<file path="config.mk">
export PLATFORM = sky130hd
export DESIGN_NAME = lfsr_6_ctrl
export DESIGN_NICKNAME = d
export VERILOG_FILES = /design/src/rtl/lfsr_pkg.sv /design/src/rtl/lfsr_6.sv /design/src/rtl/lfsr_6_ctrl.sv
export SDC_FILE = /design/constraint.sdc
export NUM_CORES = 1
export LEC_CHECK = 0
export CAP_MARGIN = 10
export CORE_ASPECT_RATIO = 2
export CORE_MARGIN = 3
export CORE_UTILIZATION = 56
export CTS_BUF_LIST = sky130_fd_sc_hd__clkbuf_4 sky130_fd_sc_hd__clkbuf_8 sky130_fd_sc_hd__clkbuf_16
export DETAILED_ROUTE_END_ITERATION = 10
export GPL_TIMING_DRIVEN = 1
export PLACE_DENSITY = 0.83
export SYNTH_ARGS = -nofsm -noshare
export SYNTH_HDL_FRONTEND = slang
export SYNTH_SLANG_ARGS = --single-unit
</file>
<file path="constraint.sdc">
create_clock -name clk -period 4.1 [get_ports clk]
set_clock_uncertainty 0.15 [all_clocks]
set_input_delay 0.615 -clock clk [delete_from_list [all_inputs] [get_ports clk]]
set_output_delay 0.615 -clock clk [all_outputs]
set_load 0.1 [all_outputs]
</file>
<file path="src/rtl/lfsr_pkg.sv">
// Shared types and constants for the 6-bit LFSR and its sequencing controller.
package lfsr_pkg;

    localparam int LFSR_W = 6;
    localparam logic [LFSR_W-1:0] LFSR_TAPS = 6'b110000;

    typedef enum logic [1:0] {
        IDLE = 2'd0,
        LOAD = 2'd1,
        RUN  = 2'd2,
        DONE = 2'd3
    } ctrl_state_t;

    // Successor of v: shift left, feedback is the XOR of the tapped bits (x^6+x^5+1).
    function automatic logic [LFSR_W-1:0] lfsr_next(input logic [LFSR_W-1:0] v);
        return {v[LFSR_W-2:0], ^(v & LFSR_TAPS)};
    endfunction

endpackage

</file>
<file path="src/rtl/lfsr_6.sv">
// 6-bit Fibonacci LFSR with parallel load; sel=1 loads p, sel=0 advances.
module lfsr_6
    import lfsr_pkg::*;
(
    input  logic              clk,
    input  logic              rst_n,
    input  logic              sel,
    input  logic [LFSR_W-1:0] p,
    output logic [LFSR_W-1:0] out
);

    // LFSR state register: load or advance every cycle.
    always_ff @(posedge clk or negedge rst_n) begin
        if (!rst_n) begin
            out <= 6'b000000;
        end else if (sel) begin
            out <= p;
        end else begin
            out <= lfsr_next(out);
        end
    end

endmodule

</file>
<file path="src/rtl/lfsr_6_ctrl.sv">
// Sequencing controller: loads a seed into lfsr_6 and streams n_steps states over valid/ready.
module lfsr_6_ctrl
    import lfsr_pkg::*;
#(
    parameter int CNT_W = 7
) (
    input  logic              clk,
    input  logic              rst_n,
    input  logic              start,
    input  logic [LFSR_W-1:0] seed,
    input  logic [CNT_W-1:0]  n_steps,
    output logic              busy,
    output logic [LFSR_W-1:0] data,
    output logic              data_valid,
    input  logic              data_ready,
    output logic              done,
    output logic              err,
    output logic              wrapped
);

    ctrl_state_t       state_r;
    ctrl_state_t       state_nxt_s;
    logic [LFSR_W-1:0] seed_r;
    logic [CNT_W-1:0]  nsteps_r;
    logic [CNT_W-1:0]  cnt_r;
    logic              wrapped_r;
    logic              err_r;
    logic              sel_s;
    logic [LFSR_W-1:0] p_s;
    logic [LFSR_W-1:0] lfsr_out_s;
    logic              xfer_s;
    logic              accept_s;

    assign xfer_s   = (state_r == RUN) && data_ready;
    assign accept_s = (state_r == IDLE) && start && (seed != 6'b000000);

    lfsr_6 u_lfsr (
        .clk   (clk),
        .rst_n (rst_n),
        .sel   (sel_s),
        .p     (p_s),
        .out   (lfsr_out_s)
    );

    // Next-state and LFSR control; a stall reloads the current value to freeze data.
    always_comb begin
        state_nxt_s = state_r;
        sel_s       = 1'b0;
        p_s         = lfsr_out_s;
        case (state_r)
            IDLE: begin
                if (accept_s) begin
                    state_nxt_s = LOAD;
                end else begin
                    state_nxt_s = IDLE;
                end
            end
            LOAD: begin
                sel_s = 1'b1;
                p_s   = seed_r;
                if (nsteps_r == {CNT_W{1'b0}}) begin
                    state_nxt_s = DONE;
                end else begin
                    state_nxt_s = RUN;
                end
            end
            RUN: begin
                if (xfer_s) begin
                    sel_s = 1'b0;
                    if ((cnt_r + CNT_W'(1)) == nsteps_r) begin
                        state_nxt_s = DONE;
                    end else begin
                        state_nxt_s = RUN;
                    end
                end else begin
                    sel_s = 1'b1;
                    p_s   = lfsr_out_s;
                end
            end
            DONE: begin
                state_nxt_s = IDLE;
            end
            default: begin
                state_nxt_s = IDLE;
            end
        endcase
    end

    // Control registers: state, captured run parameters, transfer counter, flags.
    always_ff @(posedge clk or negedge rst_n) begin
        if (!rst_n) begin
            state_r   <= IDLE;
            seed_r    <= 6'b000000;
            nsteps_r  <= {CNT_W{1'b0}};
            cnt_r     <= {CNT_W{1'b0}};
            wrapped_r <= 1'b0;
            err_r     <= 1'b0;
        end else begin
            state_r <= state_nxt_s;
            err_r   <= (state_r == IDLE) && start && (seed == 6'b000000);
            if (accept_s) begin
                seed_r    <= seed;
                nsteps_r  <= n_steps;
                cnt_r     <= {CNT_W{1'b0}};
                wrapped_r <= 1'b0;
            end else if (xfer_s) begin
                cnt_r <= cnt_r + CNT_W'(1);
                if (lfsr_next(lfsr_out_s) == seed_r) begin
                    wrapped_r <= 1'b1;
                end
            end
        end
    end

    assign busy       = (state_r != IDLE);
    assign data       = lfsr_out_s;
    assign data_valid = (state_r == RUN);
    assign done       = (state_r == DONE);
    assign err        = err_r;
    assign wrapped    = wrapped_r;

endmodule

</file>
# Word level (Yosys, flattened, before mapping)
# Index checks and enable logic that the tools add are counted.
totals:
  reg_bits: 30
  in_bits: 17
  output_inout_bits: 11
  elab_cells: 42
op_classes:
  addsub: 1
  eq_ne: 7
  mux: 14
  n_reduce_logical: 13
op_table:
  columns: ["op", "count"]
  rows:
  - ["7-bit 2-to-1 mux", 2]
  - ["6-bit 2-to-1 mux", 2]
  - ["2-bit case mux with 4 select lines", 1]
  - ["7-bit by 1-bit adder with 7-bit output (second input constant)", 1]
  - ["7-bit equality test", 1]
  - ["7-bit zero test", 1]
  - ["1-bit 2-to-1 mux", 7]
  - ["6-bit equality test", 1]
  - ["6-bit zero test", 1]
  - ["2-bit nonzero test", 3]
  - ["6-bit nonzero test", 1]
  - ["6-bit XOR reduction", 1]
  - ["2-bit equality test (second input constant)", 2]
  - ["1-bit logical AND", 4]
  - ["2-bit by 1-bit != test with 1-bit output (second input constant)", 2]
  - ["2-bit by 1-bit equality test with 1-bit output (second input constant)", 1]
  - ["2-bit zero test", 1]
  - ["2-bit 2-to-1 mux", 1]
  - ["1-bit case mux with 2 select lines", 1]
  - ["2-bit AND reduction", 1]

# Logic depth before layout (Yosys ltp)
# Gate-level depths: netlist of the first run.
depth:
  depth_word: 5
  depth_mapped: 7

# Modules after synthesis
# Synthesis of the first run repeated with hierarchy kept, for this count alone.
unflattened:
  cells_unflattened: 145
  area_unflattened_um2: 1641.6
modules_own_cells:
  columns: ["module", "instances", "cells_each", "area_per_inst_um2", "seq_area_each_um2"]
  rows:
  - ["lfsr_6_ctrl", 1, 130, 1387.6, 600.6]
  - ["lfsr_6", 1, 15, 254.0, 150.1]

# Worst setup path before layout of the first run
# No wires, ideal clock.
synth_path:
  path_kind: "reg2reg"
  startpoint: "register state_r[0]"
  endpoint: "register state_r[0]"
  setup_ps: 104
  t_arrival_ps: 2362
  required_time_ps: 3846
  path_slack_ps: 1484
  path_stages_with_launch: 8
  n_path_buf: 0
  period_less_slack_ps: 2616
  path_cell_list: "dfrtp_1 -> inv_1 -> ha_1 -> nor2b_1 -> mux2i_1 -> a21oi_1 -> or2_2 -> o41ai_2"
synth_via:
  elab_cells_between_ends: 10
  cone_classes: "eq/ne: 4; mux: 2; reduce/logical: 4"
synth_rtl:
  columns: ["element", "line_no", "source"]
  rows:
  - ["start, declared", "lfsr_6_ctrl.sv:21", "ctrl_state_t state_r;"]
  - ["start signal, assigned", "lfsr_6_ctrl.sv:99", "state_r <= state_nxt_s;"]
  - ["2-bit equality test (*)", null, null]
  - ["named net data_valid", "lfsr_6_ctrl.sv:14", "output logic data_valid,"]
  - ["1-bit logical AND", "lfsr_6_ctrl.sv:34", "assign xfer_s = (state_r == RUN) && data_ready;"]
  - ["2-bit by 1-bit != test with 1-bit output (no source line)", null, null]
# Mark *: on every way through the listed nets, which the timed path passes. The rest lies on a longest branch.
# A chain may end at the register's enable or synchronous reset.

# Final worst setup path of the first run
layout_path:
  startpoint: "register state_r[0]"
  endpoint: "output port busy"
layout_via:
  elab_chain_len: 1
layout_lines:
  columns: ["element", "line_no", "source"]
  rows:
  - ["2-bit nonzero test", "lfsr_6_ctrl.sv:115", "assign busy = (state_r != IDLE);"]
  - ["end, declared", "lfsr_6_ctrl.sv:12", "output logic busy,"]
# Every way passes these cells.

==> reports/qor.txt, run 1 <==
PLACEMENT
----------------------------------------------------------------------------
HPWL after detailed placement .................................      2730 um
Placement-stage cell area .....................................     1942 um2
Global placement routability congestion .......................       0.8348
Setup slack at placement ......................................     1.248 ns
Cell count after placement ....................................          214
Total of buffers placed on input and output ports .............           27

STA
----------------------------------------------------------------------------
Slew Limit Fails ..............................................            0
Actual transition at the worst max-transition pin .............     1.027 ns
Fin Setup TNS .................................................         0 ns
Final critical-path required period ...........................     3.054 ns
Worst path setup slack after routing ..........................     1.046 ns
Relative slew margins .........................................       0.3156
Setup-failing EPs final .......................................            0
Count of endpoints failing hold in the final timing report ....            0
Final-layout worst hold slack .................................    0.3915 ns
Fmax ..........................................................   0.3274 GHz
Share of the clock period used by the worst path after layout .       0.7449
Unrepaired setup endpoints after global routing ...............        false

DIE
----------------------------------------------------------------------------
Y dimension of the die ........................................     82.72 um
Die X-Extent ..................................................     44.36 um
Number of placed I/O pins .....................................           28
Floorplan core area ...........................................     2770 um2
Die area ......................................................     3669 um2
Initial core utilization ......................................       0.5949
FP Rows .......................................................           27

FINISH
----------------------------------------------------------------------------
Post-Layout Inst Area .........................................     2037 um2
Antenna cell count ............................................            0
Utilization after layout ......................................       0.7353
Net count, final ..............................................          215
Non-filler cells in the finished layout .......................          222
Layout overhead on the synthesized area .......................       23.61%
Ratio of cells with drive above 1 in the final layout .........      0.08808

CLOCK TREE
----------------------------------------------------------------------------
Root buffer cell .............................................. sky130_fd_sc_hd__clkbuf_8
# clock sinks .................................................           30
Post-CTS Resized ..............................................            0
Clock insertion delay at the later pin of the skew report .....      0.29 ns
Number of buffers inserted by hold repair at cts ..............            0
Number of buffers added by the clock tree synthesis step ......            5
Maximum clock insertion buffer count ..........................            2
Clock slew at reported path FFs ...............................      0.06 ns
Number of buffers inserted to repair setup after CTS ..........            0
Clock tree from TritonCTS .....................................         done
Number of levels in the clock H-tree ..........................            2

SYNTH
----------------------------------------------------------------------------
Share of the synthesized area in the top cell type ............       0.4556
Syn Std Cell Area .............................................     1648 um2
Sequential area share after synthesis .........................       0.4556
Number of synthesis warnings ..................................            0
Synth area leader ............................................. sky130_fd_sc_hd__dfrtp_1
Number of cells produced by synthesis .........................          161
Synthesized net count .........................................          184
Cell variety after synth ......................................           34
FF+latch count, synth .........................................           30
Post-Syn Area per Cell ........................................    10.23 um2
Main area contributors after synthesis ........................ sky130_fd_sc_hd__dfrtp_1 (46%), sky130_fd_sc_hd__mux2_1 (6.8%), sky130_fd_sc_hd__xor2_1 (6.4%), sky130_fd_sc_hd__ha_1 (4.6%), sky130_fd_sc_hd__a21oi_1 (3.9%)

SETUP PATH
----------------------------------------------------------------------------
CP Max Fanout .................................................            4
Reg-to-reg critical path endpoint .............................   state_r[0]
Worst endpoint required time ..................................      3.34 ns
Data arrival time of the critical path ........................      2.29 ns
Startpoint type of the worst setup path .......................     register
Minimum setup slack among reg-to-reg paths ....................      1.48 ns
Cell depth of the worst flop-to-flop path .....................            7
Crit Path Category ............................................ register to output port
Worst setup EP type ...........................................  output port
Launch instance of the worst register-to-register path ........   state_r[0]

GLOBAL ROUTING
----------------------------------------------------------------------------
First-pass GRT wire length ....................................      5982 um
Sum of overflow across all layers after global routing ........            0
Antenna violations before repair ..............................            0
Tot GR Track Use ..............................................       0.2309
Largest net degree at the start of global routing .............           31
Via count of the first global-routing pass ....................        1,324

RUN
----------------------------------------------------------------------------
Max Cap Viol ..................................................            0

HOLD PATH
----------------------------------------------------------------------------
Kind of path behind the tightest hold check ................... register to register
Hold path start ...............................................      wrapped
Cell count of the worst hold path .............................            2
Min-Delay Endpoint ............................................      wrapped

POWER
----------------------------------------------------------------------------
Total Power Consumption .......................................     1.813 mW
Largest voltage drop on the vdd net ...........................  0.0008215 V
Total power density per cell area ............................. 890.1 nW/um2
Static leakage ................................................    0.8609 nW

ROUTING
----------------------------------------------------------------------------
Routed wire per std cell ......................................     16.78 um
Total iterations of the first detailed-routing run ............            4
Final wirelength ..............................................      3726 um
Initial DRC Count .............................................           31
Number of nets with antenna violations after detailed routing .            0
Count of unresolved DRC violations after routing ..............            0
DR vias .......................................................        1,327
Vias/cell .....................................................        5.977

OUTCOME
----------------------------------------------------------------------------
Result of the run ............................................. finished clean

-- cell type report --
type | count | area [um2]
repair buffers | 28 | 277.8
clock inverters | 1 | 5.005
multi-input cells | 117 | 839.6
flip-flops and latches | 30 | 750.7
fillers | 210 | 733.2
inverters | 10 | 37.54
clock buffers | 7 | 90.09
well taps | 29 | 36.28
-- how the worst max path moves through the flow --
stage                            end        from  cells past startpoint
after CTS                 data_valid  state_r[0]                      3
after global placement    state_r[0]     seed[1]                      6
after floorplan           state_r[0]  state_r[0]                      7
after detailed placement  state_r[0]       start                      6
final                           busy  state_r[0]                      4
after global routing      data_valid  state_r[0]                      3
-- Yosys cell counts --
library cell               number
sky130_fd_sc_hd__nor2_1        12
sky130_fd_sc_hd__nand2b_2       1
sky130_fd_sc_hd__buf_2          1
sky130_fd_sc_hd__ha_1           6
sky130_fd_sc_hd__o41ai_2        1
sky130_fd_sc_hd__nand2_1       10
sky130_fd_sc_hd__a21oi_1       13
sky130_fd_sc_hd__nor3_1         9
sky130_fd_sc_hd__nand3_1        3
sky130_fd_sc_hd__o21ai_0        5
sky130_fd_sc_hd__nor4_1         4
sky130_fd_sc_hd__xor2_1        12
sky130_fd_sc_hd__a41oi_1        1
sky130_fd_sc_hd__mux2_2         2
sky130_fd_sc_hd__dfrtp_1       30
sky130_fd_sc_hd__nor3b_1        2
sky130_fd_sc_hd__nand3_4        1
sky130_fd_sc_hd__o22a_1         5
sky130_fd_sc_hd__or3_1          1
sky130_fd_sc_hd__clkbuf_1       2
sky130_fd_sc_hd__nor2b_1        2
sky130_fd_sc_hd__buf_4          1
sky130_fd_sc_hd__inv_1         10
sky130_fd_sc_hd__mux2i_1        1
sky130_fd_sc_hd__or3_2          1
sky130_fd_sc_hd__o22ai_1        1
sky130_fd_sc_hd__mux2_1        10
sky130_fd_sc_hd__a221oi_1       1
sky130_fd_sc_hd__nand4_1        2
sky130_fd_sc_hd__a21oi_2        1
sky130_fd_sc_hd__nor4b_1        1
sky130_fd_sc_hd__a211oi_1       1
sky130_fd_sc_hd__xnor2_1        7
sky130_fd_sc_hd__or2_2          1
-- layer usage --
| layer | vias up | wire length (um) | share of wire | track usage |
|---|---|---|---|---|
| met5 | - | 0 | 0 | 0 |
| met4 | 0 | 147 | 0.039 | 0.1511 |
| met2 | 41 | 1991 | 0.53 | 0.3977 |
| met1 | 646 | 1433 | 0.38 | 0.2388 |
| li1 | 628 | - | - | - |
| met3 | 12 | 154 | 0.041 | 0.05857 |
-- cell families after synthesis --
logic type                 share of synthesized area
AOI/OAI and AO/OA                             0.1154
xor gates and xnor gates                      0.1010
adders and majority gates                    0.04556
buffers and inverters                        0.03493
DFF                                           0.4556
muxes                                        0.08808
and+or+nand+nor                               0.1595
-- placed cells by master (no fill, tap or decap), drive strengths merged --
cell,instances
mux2i,1
clkbuf,7
or3,2
xnor2,7
nor2b,2
or2,1
a221oi,1
buf,1
o22a,5
nor4b,1
nand2b,1
inv,10
nand2,10
a41oi,1
ha,6
a211oi,1
nor2,12
nor3b,2
a21oi,14
nand4,2
o22ai,1
nor3,9
clkinv,1
nand3,4
o41ai,1
xor2,12
dfrtp,30
nor4,4
o21ai,5
clkdlybuf4s50,27
mux2,12
-- power by group --
part / switching, mW / leakage [nW] / total [mW] / internal, mW
Clock: 0.115 / 0.0517 / 0.256 / 0.142
Combinational: 0.653 / 0.438 / 0.984 / 0.331
Sequential: 0.156 / 0.372 / 0.572 / 0.416
Total: 0.924 / 0.861 / 1.81 / 0.889
-- registers in the layout, summed over array words and instances, names as in the netlist --
name,flops
wrapped,1
u_lfsr.out,6
seed_r,6
cnt_r,7
state_r,2
err,1
nsteps_r,7
-- worst max-delay path: stages, from the launching register on --
cell	delay [ns]
sky130_fd_sc_hd__dfrtp_1	0.40
sky130_fd_sc_hd__inv_1	0.11
sky130_fd_sc_hd__ha_1	0.29
sky130_fd_sc_hd__inv_1	0.07
sky130_fd_sc_hd__clkdlybuf4s50_1	1.13
No activity file was read; power rests on OpenSTA's default activity.
==> run 2: changes to the inputs <==
--- a/config.mk
+++ b/config.mk
@@ -8,11 +8,11 @@
 export CAP_MARGIN = 10
 export CORE_ASPECT_RATIO = 2
 export CORE_MARGIN = 3
-export CORE_UTILIZATION = 56
+export CORE_UTILIZATION = 52
 export CTS_BUF_LIST = sky130_fd_sc_hd__clkbuf_4 sky130_fd_sc_hd__clkbuf_8 sky130_fd_sc_hd__clkbuf_16
 export DETAILED_ROUTE_END_ITERATION = 10
 export GPL_TIMING_DRIVEN = 1
-export PLACE_DENSITY = 0.83
+export PLACE_DENSITY = 0.77
 export SYNTH_ARGS = -nofsm -noshare
 export SYNTH_HDL_FRONTEND = slang
 export SYNTH_SLANG_ARGS = --single-unit
==> constraint.sdc (replaced) <==
create_clock -name clk -period 3.11 [get_ports clk]
set_clock_uncertainty 0.15 [all_clocks]
set_input_delay 0.4665 -clock clk [delete_from_list [all_inputs] [get_ports clk]]
set_output_delay 0.4665 -clock clk [all_outputs]
set_load 0.1 [all_outputs]
==> run 2 against run 1 <==
  * Cell area decreased by 1.9%
  * Critical path depth grew 3
  * Hold slack got worse by 0.0024 ns
  * Sequential share of layout area up 0.72 points
  * Die area is 6.9% higher
  * Critical path type is now register to register
  * Largest cell class unchanged
  * Sequential power grew 32%
  * Highest routed layer unchanged
  * Global-route usage fell by 1.3 points
  * Clock-buffer cell count shrank 1
  * Combinational power grew 30%
  * Largest power group unchanged
  * Total power grew 29%
==> reports/qor.txt, run 2 (synthesized netlist as in run 1, its figures left out) <==
DIE
----------------------------------------------------------------------------
Initial core utilization ......................................       0.5469   -0.04792
Die area ......................................................     3921 um2   +6.9%
Floorplan core area ...........................................     3013 um2   +8.8%
Y dimension of the die ........................................     85.61 um   +3.5%
Number of placed I/O pins .....................................           28   unchanged
FP Rows .......................................................           28   +3.7%
Die X-Extent ..................................................     45.81 um   +3.3%

FINISH
----------------------------------------------------------------------------
Registers with the highest flip-flop counts ................... cnt_r x7, nsteps_r x7
Antenna cell count ............................................            0   unchanged
Highest-count cells in the layout ignoring fill and taps ...... sky130_fd_sc_hd__dfrtp_1 (30), sky130_fd_sc_hd__clkdlybuf4s50_1 (16), sky130_fd_sc_hd__a21oi_1 (13)
Ratio of cells with drive above 1 in the final layout .........       0.1361   +0.04804
Most common cell after layout, fill and taps aside ............ sky130_fd_sc_hd__dfrtp_1
Net count, final ..............................................          215   unchanged
Number of filler cells placed in the layout ...................          254   +21%
Layout overhead on the synthesized area .......................       21.26%

GLOBAL ROUTING
----------------------------------------------------------------------------
Tot GR Track Use ..............................................       0.2181   -0.01282
Sum of overflow across all layers after global routing ........            0   unchanged
Antenna violations before repair ..............................            0   unchanged
Busiest layer in global routing ...............................         met2
M1 GR Usage ...................................................       0.2227   -0.01615
Largest net degree at the start of global routing .............           31   unchanged
Global-route met2 utilization .................................       0.3643   -0.03333
GR Util met3 ..................................................      0.05252   -0.006047
Via count of the first global-routing pass ....................        1,402   +5.9%
First-pass GRT wire length ....................................      6175 um   +3.2%

PLACEMENT
----------------------------------------------------------------------------
Global placement routability congestion .......................       0.8273   -0.90%
HPWL after detailed placement .................................      2859 um   +4.7%
Total of buffers placed on input and output ports .............           27   unchanged

SETUP PATH
----------------------------------------------------------------------------
CP max-delay cell ............................................. sky130_fd_sc_hd__a21oi_2
Crit Path Category ............................................ register to register
Cells traversed along the worst timing path ................... inv_1 > ha_1 > nand2_1 > a21oi_2 > a21oi_1 > or2_2 > o41ai_2
Data arrival time of the critical path ........................      2.55 ns   +0.26 ns
Startpoint type of the worst setup path .......................     register
CP Max Fanout .................................................           22   +18
Worst endpoint required time ..................................      3.13 ns   -0.21 ns
Worst setup EP type ...........................................     register
Slowest Stage Delay on Critical Path ..........................      0.76 ns   -0.37 ns

POWER
----------------------------------------------------------------------------
Largest voltage drop on the vdd net ...........................  0.0008995 V   +9.5%
Static leakage ................................................    0.8652 nW   +0.50%
Total Power Consumption .......................................     2.334 mW   +29%
Total power density per cell area .............................  1168 nW/um2   +31%

STA
----------------------------------------------------------------------------
Relative slew margins .........................................       0.3062   -0.009425
Fmax ..........................................................   0.3954 GHz
Fin Setup TNS .................................................         0 ns   unchanged
Slew Limit Fails ..............................................            0   unchanged
Count of endpoints failing hold in the final timing report ....            0   unchanged
Actual transition at the worst max-transition pin .............     1.041 ns   +0.01414 ns
Final critical-path required period ...........................     2.529 ns
Setup-failing EPs final .......................................            0   unchanged
Unrepaired setup endpoints after global routing ...............        false
Share of the clock period used by the worst path after layout .       0.8133

CLOCK TREE
----------------------------------------------------------------------------
Number of buffers added by the clock tree synthesis step ......            5   unchanged
Maximum clock insertion buffer count ..........................            2   unchanged
Number of buffers inserted by hold repair at cts ..............            0   unchanged
Clock slew at reported path FFs ...............................      0.06 ns   about the same
Clock tree from TritonCTS .....................................         done
Number of buffers inserted to repair setup after CTS ..........            0   unchanged
Number of levels in the clock H-tree ..........................            2   unchanged
# clock sinks .................................................           30   unchanged
Post-CTS Resized ..............................................            0   unchanged
Clock insertion delay at the later pin of the skew report .....      0.28 ns   about the same
Root buffer cell .............................................. sky130_fd_sc_hd__clkbuf_8

ROUTING
----------------------------------------------------------------------------
Final wirelength ..............................................      3752 um   +0.70%
Routed wire per std cell ......................................     16.98 um   +1.2%
Initial DRC Count .............................................           19   -39%
DR vias .......................................................        1,314   -0.98%
Count of unresolved DRC violations after routing ..............            0   unchanged
Number of nets with antenna violations after detailed routing .            0   unchanged
Vias/cell .....................................................        5.946   -0.53%
Total iterations of the first detailed-routing run ............            4   unchanged

OUTCOME
----------------------------------------------------------------------------
Result of the run ............................................. finished clean

RUN
----------------------------------------------------------------------------
Max Cap Viol ..................................................            0   unchanged

HOLD PATH
----------------------------------------------------------------------------
Kind of path behind the tightest hold check ................... register to register

## run 2: cell types whose count changed in the layout (fill, tap and decap cells not counted), sizes merged
| cell | change |
|---|---|
| clkinv | -1 |
| buf | +11 |
| clkbuf | -1 |
| clkdlybuf4s50 | -11 |
## run 2: critical path: cells and delay by family (launching register included)
| family | cells | cell delay (ns) |
|---|---|---|
| AOI/OAI and AO/OA | 3 | 1.05 |
| and+or+nand+nor | 2 | 0.45 |
| DFF | 1 | 0.43 |
| adders and majority gates | 1 | 0.22 |
| buffers and inverters | 1 | 0.13 |
## run 2: area by class of cell
| cell class | count | area [um2] | share of cell area |
|---|---|---|---|
| multi-input cells | 117 | 839.6 | 0.4202 |
| flip-flops and latches | 30 | 750.7 | 0.3757 |
| repair buffers | 28 | 250.2 | 0.1252 |
| clock buffers | 6 | 82.58 | 0.04133 |
| inverters | 10 | 37.54 | 0.01879 |
| well taps | 30 | 37.54 | 0.01879 |
## run 2: through the flow
step,hold WS [ns],instance area [um2],setup slack [ns],util,std cells
4_1_cts,0.3879,1998,0.5707,0.6632,221
2_1_floorplan,0.02091,1648,0.4940,-,161
3_5_place_dp,0.3579,1916,0.3746,0.6358,215
3_3_place_gp,0.3639,1916,0.4485,0.6358,215
5_1_grt,0.4129,1998,0.3598,0.6632,221
6_report,0.3891,1998,0.5806,0.6632,221
## run 2: worst paths after layout
path	start	endpoint	slack, ns	cells after the start
min reg2reg	wrapped	wrapped	0.39	2
max	state_r[1]	state_r[0]	0.58	7
min	wrapped	wrapped	0.39	2
min in group asynchronous	rst_n	cnt_r[1]	0.43	2
max reg2reg	state_r[1]	state_r[0]	0.58	7
max in group asynchronous	rst_n	seed_r[1]	2.10	2
## run 2: power breakdown
group,total (mW),switching [mW],internal [mW],leakage [nW]
clock,0.304,0.134,0.170,0.0431
combinational,1.28,0.859,0.416,0.450
sequential,0.755,0.207,0.549,0.372
total,2.33,1.20,1.14,0.865
## run 2: routing by layer
metal  vias to the layer above  share of wire
met1                       638           0.37
met5                         -              0
met4                         0          0.051
li1                        625              -
met3                        14          0.039
met2                        37           0.54
==> run 3: changes to the inputs <==
--- a/config.mk
+++ b/config.mk
@@ -8,11 +8,11 @@
 export CAP_MARGIN = 10
 export CORE_ASPECT_RATIO = 2
 export CORE_MARGIN = 3
-export CORE_UTILIZATION = 52
+export CORE_UTILIZATION = 47
 export CTS_BUF_LIST = sky130_fd_sc_hd__clkbuf_4 sky130_fd_sc_hd__clkbuf_8 sky130_fd_sc_hd__clkbuf_16
 export DETAILED_ROUTE_END_ITERATION = 10
 export GPL_TIMING_DRIVEN = 1
-export PLACE_DENSITY = 0.77
+export PLACE_DENSITY = 0.74
 export SYNTH_ARGS = -nofsm -noshare
 export SYNTH_HDL_FRONTEND = slang
 export SYNTH_SLANG_ARGS = --single-unit
==> constraint.sdc (replaced) <==
create_clock -name clk -period 2.2 [get_ports clk]
set_clock_uncertainty 0.15 [all_clocks]
set_input_delay 0.33 -clock clk [delete_from_list [all_inputs] [get_ports clk]]
set_output_delay 0.33 -clock clk [all_outputs]
set_load 0.1 [all_outputs]
==> run 3 against run 2 <==
  * Critical path type unchanged
  * First-iteration DRC count up 68%
  * Combinational power rose by 53%
  * Final cell count rose by 3.2%
  * Total power up 59%
  * Global-route usage down 1.5 points
  * Critical path depth fell by 1
  * Worst setup slack worse by 0.46 ns
  * Non-clock buffer count up 4
  * Hold slack worse by 0.11 ns
  * Flip-flop and latch count unchanged
  * Sequential power up 40%
  * Routed wire length up 6.4%
==> reports/qor.txt, run 3 (synthesized netlist as in run 1, its figures left out) <==
GLOBAL ROUTING
----------------------------------------------------------------------------
M1 GR Usage ...................................................       0.2000   -0.02268
Tot GR Track Use ..............................................       0.2034   -0.01466
Global-route met2 utilization .................................       0.3485   -0.01588
GR Util met3 ..................................................      0.05200   -0.0005210
First-pass GRT wire length ....................................      6230 um   +0.89%
Antenna violations before repair ..............................            0   unchanged
Busiest layer in global routing ...............................         met2
Largest net degree at the start of global routing .............           31   unchanged
Sum of overflow across all layers after global routing ........            0   unchanged
Via count of the first global-routing pass ....................        1,351   -3.6%

DIE
----------------------------------------------------------------------------
FP Rows .......................................................           29   +3.6%
Floorplan core area ...........................................     3266 um2   +8.4%
Die area ......................................................     4296 um2   +9.5%
Initial core utilization ......................................       0.5046   -0.04233
Y dimension of the die ........................................     89.74 um   +4.8%
Number of placed I/O pins .....................................           28   unchanged
Die X-Extent ..................................................     47.87 um   +4.5%

SETUP PATH
----------------------------------------------------------------------------
Launch instance of the worst register-to-register path ........   state_r[0]
Number of buffer and inverter stages on the critical path .....            2   +1
Launch point of the worst path ................................   state_r[0]
Worst path top cell family by delay ...........................   flip-flops
Data arrival time of the critical path ........................      2.10 ns   -0.45 ns
CP max-delay cell ............................................. sky130_fd_sc_hd__dfrtp_1
Cells traversed along the worst timing path ................... inv_1 > ha_1 > nand2_1 > a21oi_2 > buf_4 > mux2_1
Crit Path Category ............................................ register to register
Worst endpoint required time ..................................      2.22 ns   -0.91 ns
Startpoint type of the worst setup path .......................     register
CP Max Fanout .................................................           15   -32%
Slowest Stage Delay on Critical Path ..........................      0.44 ns   -0.32 ns
Worst setup EP type ...........................................     register

FINISH
----------------------------------------------------------------------------
Antenna cell count ............................................            0   unchanged
Non-filler cells in the finished layout .......................          228   +3.2%
Utilization after layout ......................................       0.6552   -0.008034
Highest-count cells in the layout ignoring fill and taps ...... sky130_fd_sc_hd__dfrtp_1 (30), sky130_fd_sc_hd__clkdlybuf4s50_1 (16), sky130_fd_sc_hd__a21oi_1 (13), sky130_fd_sc_hd__buf_4 (13)
Registers with the highest flip-flop counts ................... cnt_r x7, nsteps_r x7
Most common cell after layout, fill and taps aside ............ sky130_fd_sc_hd__dfrtp_1
Ratio of cells with drive above 1 in the final layout .........       0.1675   +0.03139
Net count, final ..............................................          219   +1.9%
Layout overhead on the synthesized area .......................       29.84%
Number of filler cells placed in the layout ...................          256   +0.79%

CLOCK TREE
----------------------------------------------------------------------------
Clock slew at reported path FFs ...............................      0.07 ns   about the same
Number of buffers inserted by hold repair at cts ..............            0   unchanged
Maximum clock insertion buffer count ..........................            2   unchanged
Post-CTS Resized ..............................................            0   unchanged
Number of buffers added by the clock tree synthesis step ......            5   unchanged
Root buffer cell .............................................. sky130_fd_sc_hd__clkbuf_8
Clock insertion delay at the later pin of the skew report .....      0.29 ns   about the same
Clock tree from TritonCTS .....................................         done
Number of levels in the clock H-tree ..........................            2   unchanged
Number of buffers inserted to repair setup after CTS ..........            0   unchanged
# clock sinks .................................................           30   unchanged

STA
----------------------------------------------------------------------------
Fmax ..........................................................   0.4815 GHz   +22%
Setup-failing EPs final .......................................            0   unchanged
Count of endpoints failing hold in the final timing report ....            0   unchanged
Actual transition at the worst max-transition pin .............    0.4643 ns   -0.5764 ns
Fin Setup TNS .................................................         0 ns   unchanged
Share of the clock period used by the worst path after layout .       0.9440   +0.1307
Slew Limit Fails ..............................................            0   unchanged
Relative slew margins .........................................       0.6876   +0.3814
Final critical-path required period ...........................     2.077 ns   -0.4526 ns
Unrepaired setup endpoints after global routing ...............        false

ROUTING
----------------------------------------------------------------------------
DR vias .......................................................        1,334   +1.5%
Number of nets with antenna violations after detailed routing .            0   unchanged
Vias/cell .....................................................        5.851   -1.6%
Count of unresolved DRC violations after routing ..............            0   unchanged
Final wirelength ..............................................      3992 um   +6.4%
Routed wire per std cell ......................................     17.51 um   +3.1%
Initial DRC Count .............................................           32   +13
Total iterations of the first detailed-routing run ............            4   unchanged

PLACEMENT
----------------------------------------------------------------------------
HPWL after detailed placement .................................      2987 um   +4.5%
Global placement routability congestion .......................       0.8608   +4.0%
Total of buffers placed on input and output ports .............           27   unchanged
Cell count after placement ....................................          220   +2.3%

OUTCOME
----------------------------------------------------------------------------
Result of the run ............................................. finished clean

POWER
----------------------------------------------------------------------------
Static leakage ................................................    0.9268 nW   +7.1%
Largest voltage drop on the vdd net ...........................   0.001437 V   +60%
Total power density per cell area .............................  1736 nW/um2   +49%

RUN
----------------------------------------------------------------------------
Max Cap Viol ..................................................            0   unchanged

HOLD PATH
----------------------------------------------------------------------------
Kind of path behind the tightest hold check ................... input port to async pin

[run 3: cell types whose count changed in the layout (fill, tap and decap cells not counted), sizes merged]
| cell | previous run | this run |
|---|---|---|
| buf | 12 | 16 |
| bufinv | 0 | 2 |
[run 3: worst reg2reg max path, stage by stage, from the launching register on]
cell	delay [ns]
sky130_fd_sc_hd__dfrtp_1	0.44
sky130_fd_sc_hd__inv_1	0.18
sky130_fd_sc_hd__ha_1	0.28
sky130_fd_sc_hd__nand2_1	0.11
sky130_fd_sc_hd__a21oi_2	0.18
sky130_fd_sc_hd__buf_4	0.26
sky130_fd_sc_hd__mux2_1	0.35
[run 3: area by class of cell]
type / instances / area, um2 / share of cell area
Clock inverter: 2 / 60.06 / 0.02807
Clock buffer: 6 / 82.58 / 0.03860
Timing Repair Buffer: 32 / 317.8 / 0.1485
Sequential cell: 30 / 750.7 / 0.3509
Inverter: 10 / 37.54 / 0.01754
Tap cell: 31 / 38.79 / 0.01813
Multi-Input combinational cell: 117 / 852.1 / 0.3982
[run 3: per-stage QoR]
step / instance area (um2) / setup slack [ns] / hold WS (ns) / total power, mW
2_1_floorplan: 1660 / 0.09642 / -0.1156 / 2.460
3_3_place_gp: 1997 / 0.1028 / 0.3514 / 2.961
3_5_place_dp: 1997 / 0.06045 / 0.3511 / 3.018
4_1_cts: 2140 / 0.1243 / 0.2967 / 3.731
5_1_grt: 2140 / 0.01162 / 0.3050 / 3.896
6_report: 2140 / 0.1232 / 0.2837 / 3.713
[run 3: per-layer routing]
| metal | vias to the layer above | routed length (um) |
|---|---|---|
| li1 | 631 | - |
| met2 | 33 | 2255 |
| met3 | 14 | 147 |
| met5 | - | 0 |
| met4 | 0 | 181 |
| met1 | 656 | 1407 |
[run 3: final timing paths]
path	endpoint	slack (ns)	depth (start not counted)
min in group clk	wrapped	0.37	2
min reg2reg	wrapped	0.37	2
max	seed_r[4]	0.12	6
min	nsteps_r[2]	0.28	2
max reg2reg	seed_r[4]	0.12	6
max in group asynchronous	nsteps_r[0]	1.34	2
[run 3: where the power goes]
| group | internal, mW | leakage (nW) | switching (mW) | total (mW) |
|---|---|---|---|---|
| Combinational | 0.698 | 0.484 | 1.26 | 1.96 |
| Clock | 0.483 | 0.0714 | 0.215 | 0.698 |
| Sequential | 0.775 | 0.372 | 0.281 | 1.06 |
| Total | 1.96 | 0.927 | 1.76 | 3.71 |
